## config.mk

```make
export PLATFORM = sky130hd
export DESIGN_NAME = if_stage
export DESIGN_NICKNAME = d
export VERILOG_FILES = /design/src/rtl/if_stage_pkg.sv /design/src/rtl/if_stage_adder.sv /design/src/rtl/if_stage.sv
export SDC_FILE = /design/constraint.sdc
export NUM_CORES = 1
export LEC_CHECK = 0
export ABC_AREA = 1
export CAP_MARGIN = 20
export CORE_ASPECT_RATIO = 1.1
export CORE_MARGIN = 2
export CORE_UTILIZATION = 43
export DETAILED_ROUTE_END_ITERATION = 12
export GPL_ROUTABILITY_DRIVEN = 0
export GPL_TIMING_DRIVEN = 0
export MAX_ROUTING_LAYER = met4
export PLACE_DENSITY = 0.76
export SLEW_MARGIN = 0
export SYNTH_ARGS = -nofsm -noshare
export SYNTH_HDL_FRONTEND = slang
export SYNTH_SLANG_ARGS = --single-unit
```

## constraint.sdc

```tcl
create_clock -name clk -period 1.6 [get_ports clk]
set_clock_uncertainty 0.15 [all_clocks]
set_input_delay 0.48 -clock clk [delete_from_list [all_inputs] [get_ports clk]]
set_output_delay 0.48 -clock clk [all_outputs]
set_load 0.01 [all_outputs]
```

## src/rtl/if_stage_pkg.sv

```systemverilog
// Shared CPU constants for the fetch stage: data width, the NOP word and the
// fetch FSM encoding.
package if_stage_pkg;

    localparam int XLEN = 32;

    localparam logic [XLEN-1:0] NOP_WORD = 32'h0000_0013;

    localparam logic [1:0] ST_FETCH   = 2'd0;
    localparam logic [1:0] ST_BLOCKED = 2'd1;
    localparam logic [1:0] ST_DROP    = 2'd2;

    typedef struct packed {
        logic            valid;
        logic [XLEN-1:0] pc;
        logic [XLEN-1:0] pc4;
        logic [XLEN-1:0] instr;
    } ifid_t;

endpackage

```

## src/rtl/if_stage_adder.sv

```systemverilog
// Plain XLEN-bit adder, wrapping modulo 2^XLEN.
module if_stage_adder
    import if_stage_pkg::*;
(
    input  logic [XLEN-1:0] a,
    input  logic [XLEN-1:0] b,
    output logic [XLEN-1:0] sum
);

    assign sum = a + b;

endmodule

```

## src/rtl/if_stage.sv

```systemverilog
// Instruction fetch stage: one request in flight, IF/ID pipeline register,
// redirect handling. Optional fetch counter enabled by macro IF_STAGE_PERF_EN.
module if_stage
    import if_stage_pkg::*;
#(
    parameter logic [XLEN-1:0] RESET_PC  = 32'h0000_0000,
    parameter logic [XLEN-1:0] NOP_INSTR = NOP_WORD
) (
    input  logic            clk,
    input  logic            rst,
    input  logic            redirect_i,
    input  logic [XLEN-1:0] redirect_pc_i,
    output logic            imem_req_o,
    output logic [XLEN-1:0] imem_addr_o,
    input  logic            imem_ack_i,
    input  logic [XLEN-1:0] imem_rdata_i,
    output logic            ifid_valid_o,
    input  logic            ifid_ready_i,
    output logic [XLEN-1:0] ifid_pc_o,
    output logic [XLEN-1:0] ifid_pc4_o,
    output logic [XLEN-1:0] ifid_instr_o
`ifdef IF_STAGE_PERF_EN
    ,
    output logic [XLEN-1:0] fetch_count_o
`endif
);

    logic [1:0]      state_r;
    logic [1:0]      state_s;
    logic [XLEN-1:0] pc_q;
    logic [XLEN-1:0] req_addr_q;
    logic [XLEN-1:0] pc4_s;
    ifid_t           ifid_r;
    logic            issue_s;
    logic            take_s;
    logic            drain_s;

    if_stage_adder u_pc4 (
        .a   (req_addr_q),
        .b   (32'd4),
        .sum (pc4_s)
    );

    // A request may only start when the IF/ID slot is free or draining now;
    // once raised without ack the slot has emptied, so it stays raised.
    assign issue_s = (state_r == ST_FETCH) && (!ifid_r.valid || ifid_ready_i);
    assign take_s  = issue_s && imem_ack_i;
    assign drain_s = ifid_r.valid && ifid_ready_i;

    assign imem_req_o   = !rst && (issue_s || (state_r == ST_DROP));
    assign imem_addr_o  = req_addr_q;
    assign ifid_valid_o = ifid_r.valid;
    assign ifid_pc_o    = ifid_r.pc;
    assign ifid_pc4_o   = ifid_r.pc4;
    assign ifid_instr_o = ifid_r.instr;

    // Fetch FSM next-state logic; redirect outranks ack and stall.
    always_comb begin
        state_s = state_r;
        case (state_r)
            ST_FETCH: begin
                if (redirect_i) begin
                    state_s = (issue_s && !imem_ack_i) ? ST_DROP : ST_FETCH;
                end else if (take_s) begin
                    state_s = ifid_ready_i ? ST_FETCH : ST_BLOCKED;
                end else if (!issue_s) begin
                    state_s = ST_BLOCKED;
                end else begin
                    state_s = ST_FETCH;
                end
            end
            ST_BLOCKED: begin
                if (redirect_i || drain_s) begin
                    state_s = ST_FETCH;
                end else begin
                    state_s = ST_BLOCKED;
                end
            end
            ST_DROP: begin
                if (imem_ack_i) begin
                    state_s = ST_FETCH;
                end else begin
                    state_s = ST_DROP;
                end
            end
            default: state_s = ST_FETCH;
        endcase
    end

    // FSM state, next-fetch PC and outstanding request address.
    always_ff @(posedge clk) begin
        if (rst) begin
            state_r    <= ST_FETCH;
            pc_q       <= RESET_PC;
            req_addr_q <= RESET_PC;
        end else begin
            state_r <= state_s;
            if (redirect_i) begin
                pc_q <= redirect_pc_i;
            end else if (take_s) begin
                pc_q <= pc4_s;
            end else begin
                pc_q <= pc_q;
            end
            // The stale request in DROP keeps its address until its ack lands.
            if (state_r == ST_DROP) begin
                if (imem_ack_i) begin
                    req_addr_q <= redirect_i ? redirect_pc_i : pc_q;
                end else begin
                    req_addr_q <= req_addr_q;
                end
            end else if (redirect_i) begin
                if (issue_s && !imem_ack_i) begin
                    req_addr_q <= req_addr_q;
                end else begin
                    req_addr_q <= redirect_pc_i;
                end
            end else if (take_s) begin
                req_addr_q <= pc4_s;
            end else begin
                req_addr_q <= req_addr_q;
            end
        end
    end

    // IF/ID register: flush on redirect, refill on ack, NOP when empty.
    always_ff @(posedge clk) begin
        if (rst) begin
            ifid_r.valid <= 1'b0;
            ifid_r.pc    <= 32'h0000_0000;
            ifid_r.pc4   <= 32'h0000_0000;
            ifid_r.instr <= NOP_INSTR;
        end else if (redirect_i) begin
            ifid_r.valid <= 1'b0;
            ifid_r.instr <= NOP_INSTR;
        end else if (take_s) begin
            ifid_r.valid <= 1'b1;
            ifid_r.pc    <= req_addr_q;
            ifid_r.pc4   <= pc4_s;
            ifid_r.instr <= imem_rdata_i;
        end else if (drain_s) begin
            ifid_r.valid <= 1'b0;
            ifid_r.instr <= NOP_INSTR;
        end else begin
            ifid_r <= ifid_r;
        end
    end

`ifdef IF_STAGE_PERF_EN
    logic [XLEN-1:0] fetch_count_r;

    // Counts instructions accepted by decode; entries flushed by redirect are skipped.
    always_ff @(posedge clk) begin
        if (rst) begin
            fetch_count_r <= 32'h0000_0000;
        end else if (drain_s && !redirect_i) begin
            fetch_count_r <= fetch_count_r + 32'd1;
        end else begin
            fetch_count_r <= fetch_count_r;
        end
    end

    assign fetch_count_o = fetch_count_r;
`endif

endmodule

```

==> After elaboration in Yosys (flattened, before gate mapping) <==
Index checks and enable logic that the tools add are counted.
{ "word_totals": {"word_cells": 49, "reg_bits": 163, "inputBits": 69} }
{ "op_classes": {"addsub": 1, "muxes": 18, "bitwise_logic": 1, "n_eq_ne": 4, "n_reduce_logical": 18} }
{ "op_table": {"columns": ["op", "n"], "rows": [
  ["32-bit two-way mux", 8],
  ["97-bit two-way mux", 1],
  ["32-bit by 3-bit adder with 32-bit output, second input constant", 1],
  ["2-bit two-way mux", 3],
  ["2-bit case mux with 3 select lines", 1],
  ["1-bit logical AND", 5],
  ["1-bit two-way mux", 5],
  ["2-bit nonzero test", 2],
  ["1-bit logical NOT", 3],
  ["1-bit logical OR", 3],
  ["3-bit by 2-bit != test with 1-bit output, second input constant", 1],
  ["3-bit AND reduction", 1],
  ["3-bit nonzero test", 1],
  ["2-bit by 1-bit equality test with 1-bit output, second input constant", 1],
  ["2-bit equality test, second input constant", 1],
  ["2-bit logical NOT", 1],
  ["2-bit != test, second input constant", 1],
  ["2-bit AND reduction", 1],
  ["2-bit OR reduction", 1],
  ["1-bit inverter", 1]
]} }

==> Logic depth before layout (Yosys ltp) <==
{ "depth": {"word_depth": 7, "mapped_depth": 11} }

==> Cells and area by module <==
Synthesis repeated with hierarchy kept, for this count alone.
{ "unflattened": {"hier_cells": 1554, "area_unflattened_um2": 9375.2} }
{ "modules_own_cells": {"columns": ["module", "area_per_inst_um2", "cells_per_inst", "n_inst"], "rows": [
  ["if_stage", 7051.8, 1063, 1],
  ["if_stage_adder", 2323.5, 491, 1]
]} }

==> Least setup slack after synthesis <==
Ideal clock, no wire load.
{ "synth_timing": {"kind": "input-to-reg", "startpoint": "in redirect_i", "endpoint": "reg req_addr_q[8] (netlist: imem_addr_o[8])", "slack_ps": -126, "arrival_ps": 1457, "path_buffers": 2, "setup_ps": 119, "cell_stages": 10, "path_cell_list": "buf_4 > inv_2 > nand2_2 > inv_2 > nand2_1 > nand2_1 > inv_2 > buf_2 > o21ai_0 > nor2_1"} }
{ "synth_between": {"elab_chain_cells": 3, "word_cells_on_any_way": 7, "cone_classes": "1 x eq/ne; 4 x mux; 2 x reduce/logical"} }
{ "synth_rtl": {"columns": ["item", "line", "rtl"], "rows": [
  ["start: declaration", "if_stage.sv:11", "input logic redirect_i,"],
  ["32-bit two-way mux", "if_stage.sv:108", "req_addr_q <= redirect_i ? redirect_pc_i : pc_q;"],
  ["32-bit two-way mux", "if_stage.sv:107", "if (imem_ack_i) begin"],
  ["32-bit two-way mux", "if_stage.sv:106", "if (state_r == ST_DROP) begin"],
  ["end signal: assignment", "if_stage.sv:108", null],
  ["end signal: assignment", "if_stage.sv:110", "req_addr_q <= req_addr_q;"],
  ["end signal: assignment", "if_stage.sv:114", "req_addr_q <= req_addr_q;"],
  ["end: declaration", "if_stage.sv:31", "logic [XLEN-1:0] req_addr_q;"]
]} }
Parallel ways exist; a longest one is shown, timed or not. The select of a mux whose other input is x is not followed.
A chain may end at the register's enable or synchronous reset.

==> Worst setup path in the final report <==
{ "layout_timing": {"startpoint": "reg state_r[0]", "endpoint": "reg req_addr_q[14] (netlist: imem_addr_o[14])"} }
{ "layout_between": {"elab_chain_cells": 5, "word_cells_on_any_way": 10, "cone_classes": "3 x eq/ne; 1 x mux; 6 x reduce/logical"} }
{ "layout_rtl": {"columns": ["item", "line", "rtl"], "rows": [
  ["start: declaration", "if_stage.sv:28", "logic [1:0] state_r;"],
  ["start signal: assignment", "if_stage.sv:97", "state_r <= state_s;"],
  ["2-bit logical NOT", "if_stage.sv:46", "assign issue_s = (state_r == ST_FETCH) && (!ifid_r.valid || ifid_ready_i);"],
  ["1-bit logical AND", "if_stage.sv:46", null],
  ["1-bit logical AND (on tied branches)", "if_stage.sv:113, if_stage.sv:47", null],
  ["3-bit by 2-bit != test with 1-bit output (no line) or 3-bit nonzero test (tied branches)", null, null],
  ["3-bit AND reduction (no line)", null, null],
  ["end signal: assignment", "if_stage.sv:114", null],
  ["end signal: assignment", "if_stage.sv:116", "req_addr_q <= redirect_pc_i;"],
  ["end signal: assignment", "if_stage.sv:119", "req_addr_q <= pc4_s;"]
]} }
Parallel ways exist; a longest one is shown, timed or not.

==> results.cfg <==
[yosys]
synth.largest_area_cell = dfxtp_1
synth_common_cells = nand2_1 (246), dfxtp_1 (161), a21oi_1 (127), o21ai_0 (90), nor2_1 (87)
synth_edf_count = 0
ys_types = 32
syn_avg_cell_area_um2 = 7.19
yosysWarnings = 0
synth_seq_cells = 161
syn_inst = 976
yosysSeqAreaShare_pct = 45.9
synthArstFlopShare_pct = 0
syn-num-nets = 1046
netlist_top_cells_area = dfxtp_1 (46%), nand2_1 (13%), a21oi_1 (9.1%)
synth_flop_cell = dfxtp_1
yosysMostFrequentCell = nand2_1
yosysTopAreaCellShare_pct = 45.9
netlist_area_mm2 = 0.00702

[global_routing]
grt_pass1_vias = 8587
antenna_found_initial = 0
grt_pass1_wl_mm = 47.5
grt_use_total_pct = 36.7
grt_max_degree = 17
overflow = 0

[floorplanning]
die_x_um = 126
rows = 48
dieArea_mm2 = 0.0174
ios = 199
initial_core_util_pct = 44.3
core_area_mm2 = 0.0159
fp.dieH_um = 138

[critical_path]
arrival_ps = 2200
worst_setup_path_start_kind = flop
cp_max_fo = 10
required_ps = 1770
worstSetupPathType = reg -> reg
end_kind = flop

[route]
route.vias.total = 9684
drtIter0Drc = 1342
route.detailed.wl_per_inst_um = 25.2
wirelength_mm = 37.8
drcViolationCount = 0
postRouteAntennaNets = 0
viasPerCell = 6.44
dr.pass1.iters = 8

[place]
io_buffers = 196
placedCellCount = 1372
hpwl_mm = 18.4

[status]
status = finished, violations left
failed_checks = setup timing

[clock_network]
clock_tree.buffer_depth = 2
clk_pin_slew_worst_paths_ps = 60
cts_tree = yes
numClockSinks = 161
ctsHtreeMaxLevel = 4
clockRootBuffer = clkbuf_16
cts_hold_buf = 0
cts_buffers = 17
clock_latency_ps = 460

[hold_path]
worst_hold_path_type = in -> reg

[timing]
min_period_ps = 2030
final-setup-viol-count = 192
finalHoldViolCount = 0
slew_violations = 0
slew_headroom_pct = 41.6
fin_crit_sh_pct = 127
rsz0062_at_grt = true
setup_ws_ps = -427
tightest_slew_ps = 876
max_freq_ghz = 0.493

[cells_and_area]
seq_area_mm2 = 0.00336
final_cells = 1503
nFillCells = 882
syn2layout_area_growth_pct = 77.0
multi_input_area_mm2 = 0.00479
final_nets = 1360
drive_above_1_share_pct = 49.2

[flow_run]
max-cap-violations = 0

[power_and_ir_drop]
powerDensity_mw_per_mm2 = 993
fin_total_pwr_mw = 12.3
p_leak_nw = 5.15
ir_worst_vdd_uv = 876
[cells by family (layout without fill, tap and decap cells)]
kind of cell	count (synthesis)	count (layout)	synth area share (%)
AND/OR/NAND/NOR	416	416	24.3
buffers and inverters	115	441	7.20
AO/OA/AOI/OAI	266	266	20.3
XOR/XNOR	17	17	2.12
other	0	1	0
adder cells (fa/ha/maj)	1	1	0.178
flip-flops	161	161	45.9
[worst paths after layout]
path	startpoint	end	slack, ps	cells after the start
max	state_r[0]	imem_addr_o[14]	-430	11
min	redirect_i	ifid_instr_o[4]	260	3
max reg2reg	state_r[0]	imem_addr_o[14]	-430	11
min reg2reg	ifid_pc4_o[30]	ifid_pc4_o[30]	320	2
[sequential cells by signal, indices dropped and copies added (netlist names)]
| name | flops |
|---|---|
| ifid_pc4_o | 30 |
| pc_q | 32 |
| imem_addr_o | 32 |
| state_r | 2 |
| ifid_valid_o | 1 |
| ifid_pc_o | 32 |
| ifid_instr_o | 32 |
[layout make-up]
| class | instances | area share [%] |
|---|---|---|
| diodes | 1 | 0.0201 |
| repair inverters | 1 | 0.0907 |
| clock buffers | 23 | 4.01 |
| flip-flops and latches | 161 | 27.0 |
| clock inverters | 8 | 1.02 |
| well taps | 200 | 2.01 |
| plain buffers | 60 | 4.75 |
| inverters | 49 | 1.80 |
| repair buffers | 300 | 20.7 |
| multi-input cells | 700 | 38.5 |
[worst max-delay path, cell delays in order, from the launching register on]
cell and delay [ps]:
dfxtp_2 340, inv_2 80, nand2_4 60, buf_4 160, nand2_4 120, inv_6 70, nand2_4 90, nand2_8 90
buf_4 160, buf_8 150, nor2_2 290, a21oi_2 130
[through the flow]
stage / util, % / worst slack (ps) / setup TNS [ps] / hold slack, ps / area [µm²]
3_3_place_gp: 58.8 / -952 / -110820 / 296 / 9330
4_1_cts: 71.5 / -330 / -20730 / 238 / 11300
5_1_grt: 78.3 / -460 / -45030 / 275 / 12400
2_1_floorplan: - / -11.8 / -55.1 / 274 / 7120
6_report: 78.3 / -427 / -39580 / 263 / 12400
3_5_place_dp: 58.8 / -968 / -113930 / 299 / 9330
[metal layers]
metal	vias to the layer above	global-route usage, %	wire (µm)
met1	4462	41.8	12500
met5	-	-	0
met4	0	25.3	3590
met3	357	8.14	4810
met2	986	58.3	16900
li1	3879	-	-
[power by group]
group | total, mW | switching, mW | internal [mW]
sequential | 4.62 | 0.302 | 4.32
clock | 4.40 | 1.75 | 2.65
combinational | 3.31 | 1.86 | 1.44
total | 12.3 | 3.92 | 8.41
[repair_timing]
action | 4_1_cts | 5_1_grt
buffers inserted | 67 | 25
pin swaps | 46 | 66
gates resized for setup | 860 | 290
setup endpoints to repair | 289 | 169
gates cloned | 17 | 1
[cell usage in the layout (no fill, tap or decap), drive strengths merged]
master,netlist,routed
nand3,65,65
o21a,16,16
nand4,5,5
o22ai,7,7
dfxtp,161,161
a31oi,14,14
bufbuf,0,2
nand2,250,250
a21oi,127,127
a21boi,1,1
or2,1,1
a211oi,4,4
xnor2,1,1
o21ai,92,92
clkinvlp,0,3
clkdlybuf4s50,0,64
and2,1,1
buf,33,266
nor4,1,1
inv,49,49
clkbuf,33,49
dlygate4sd2,0,2
nor2,92,92
ha,1,1
bufinv,0,3
diode,0,1
xor2,16,16
clkinv,0,3
nor3,1,1
o211ai,5,5
Note: power is estimated with default switching activity, not from simulation.
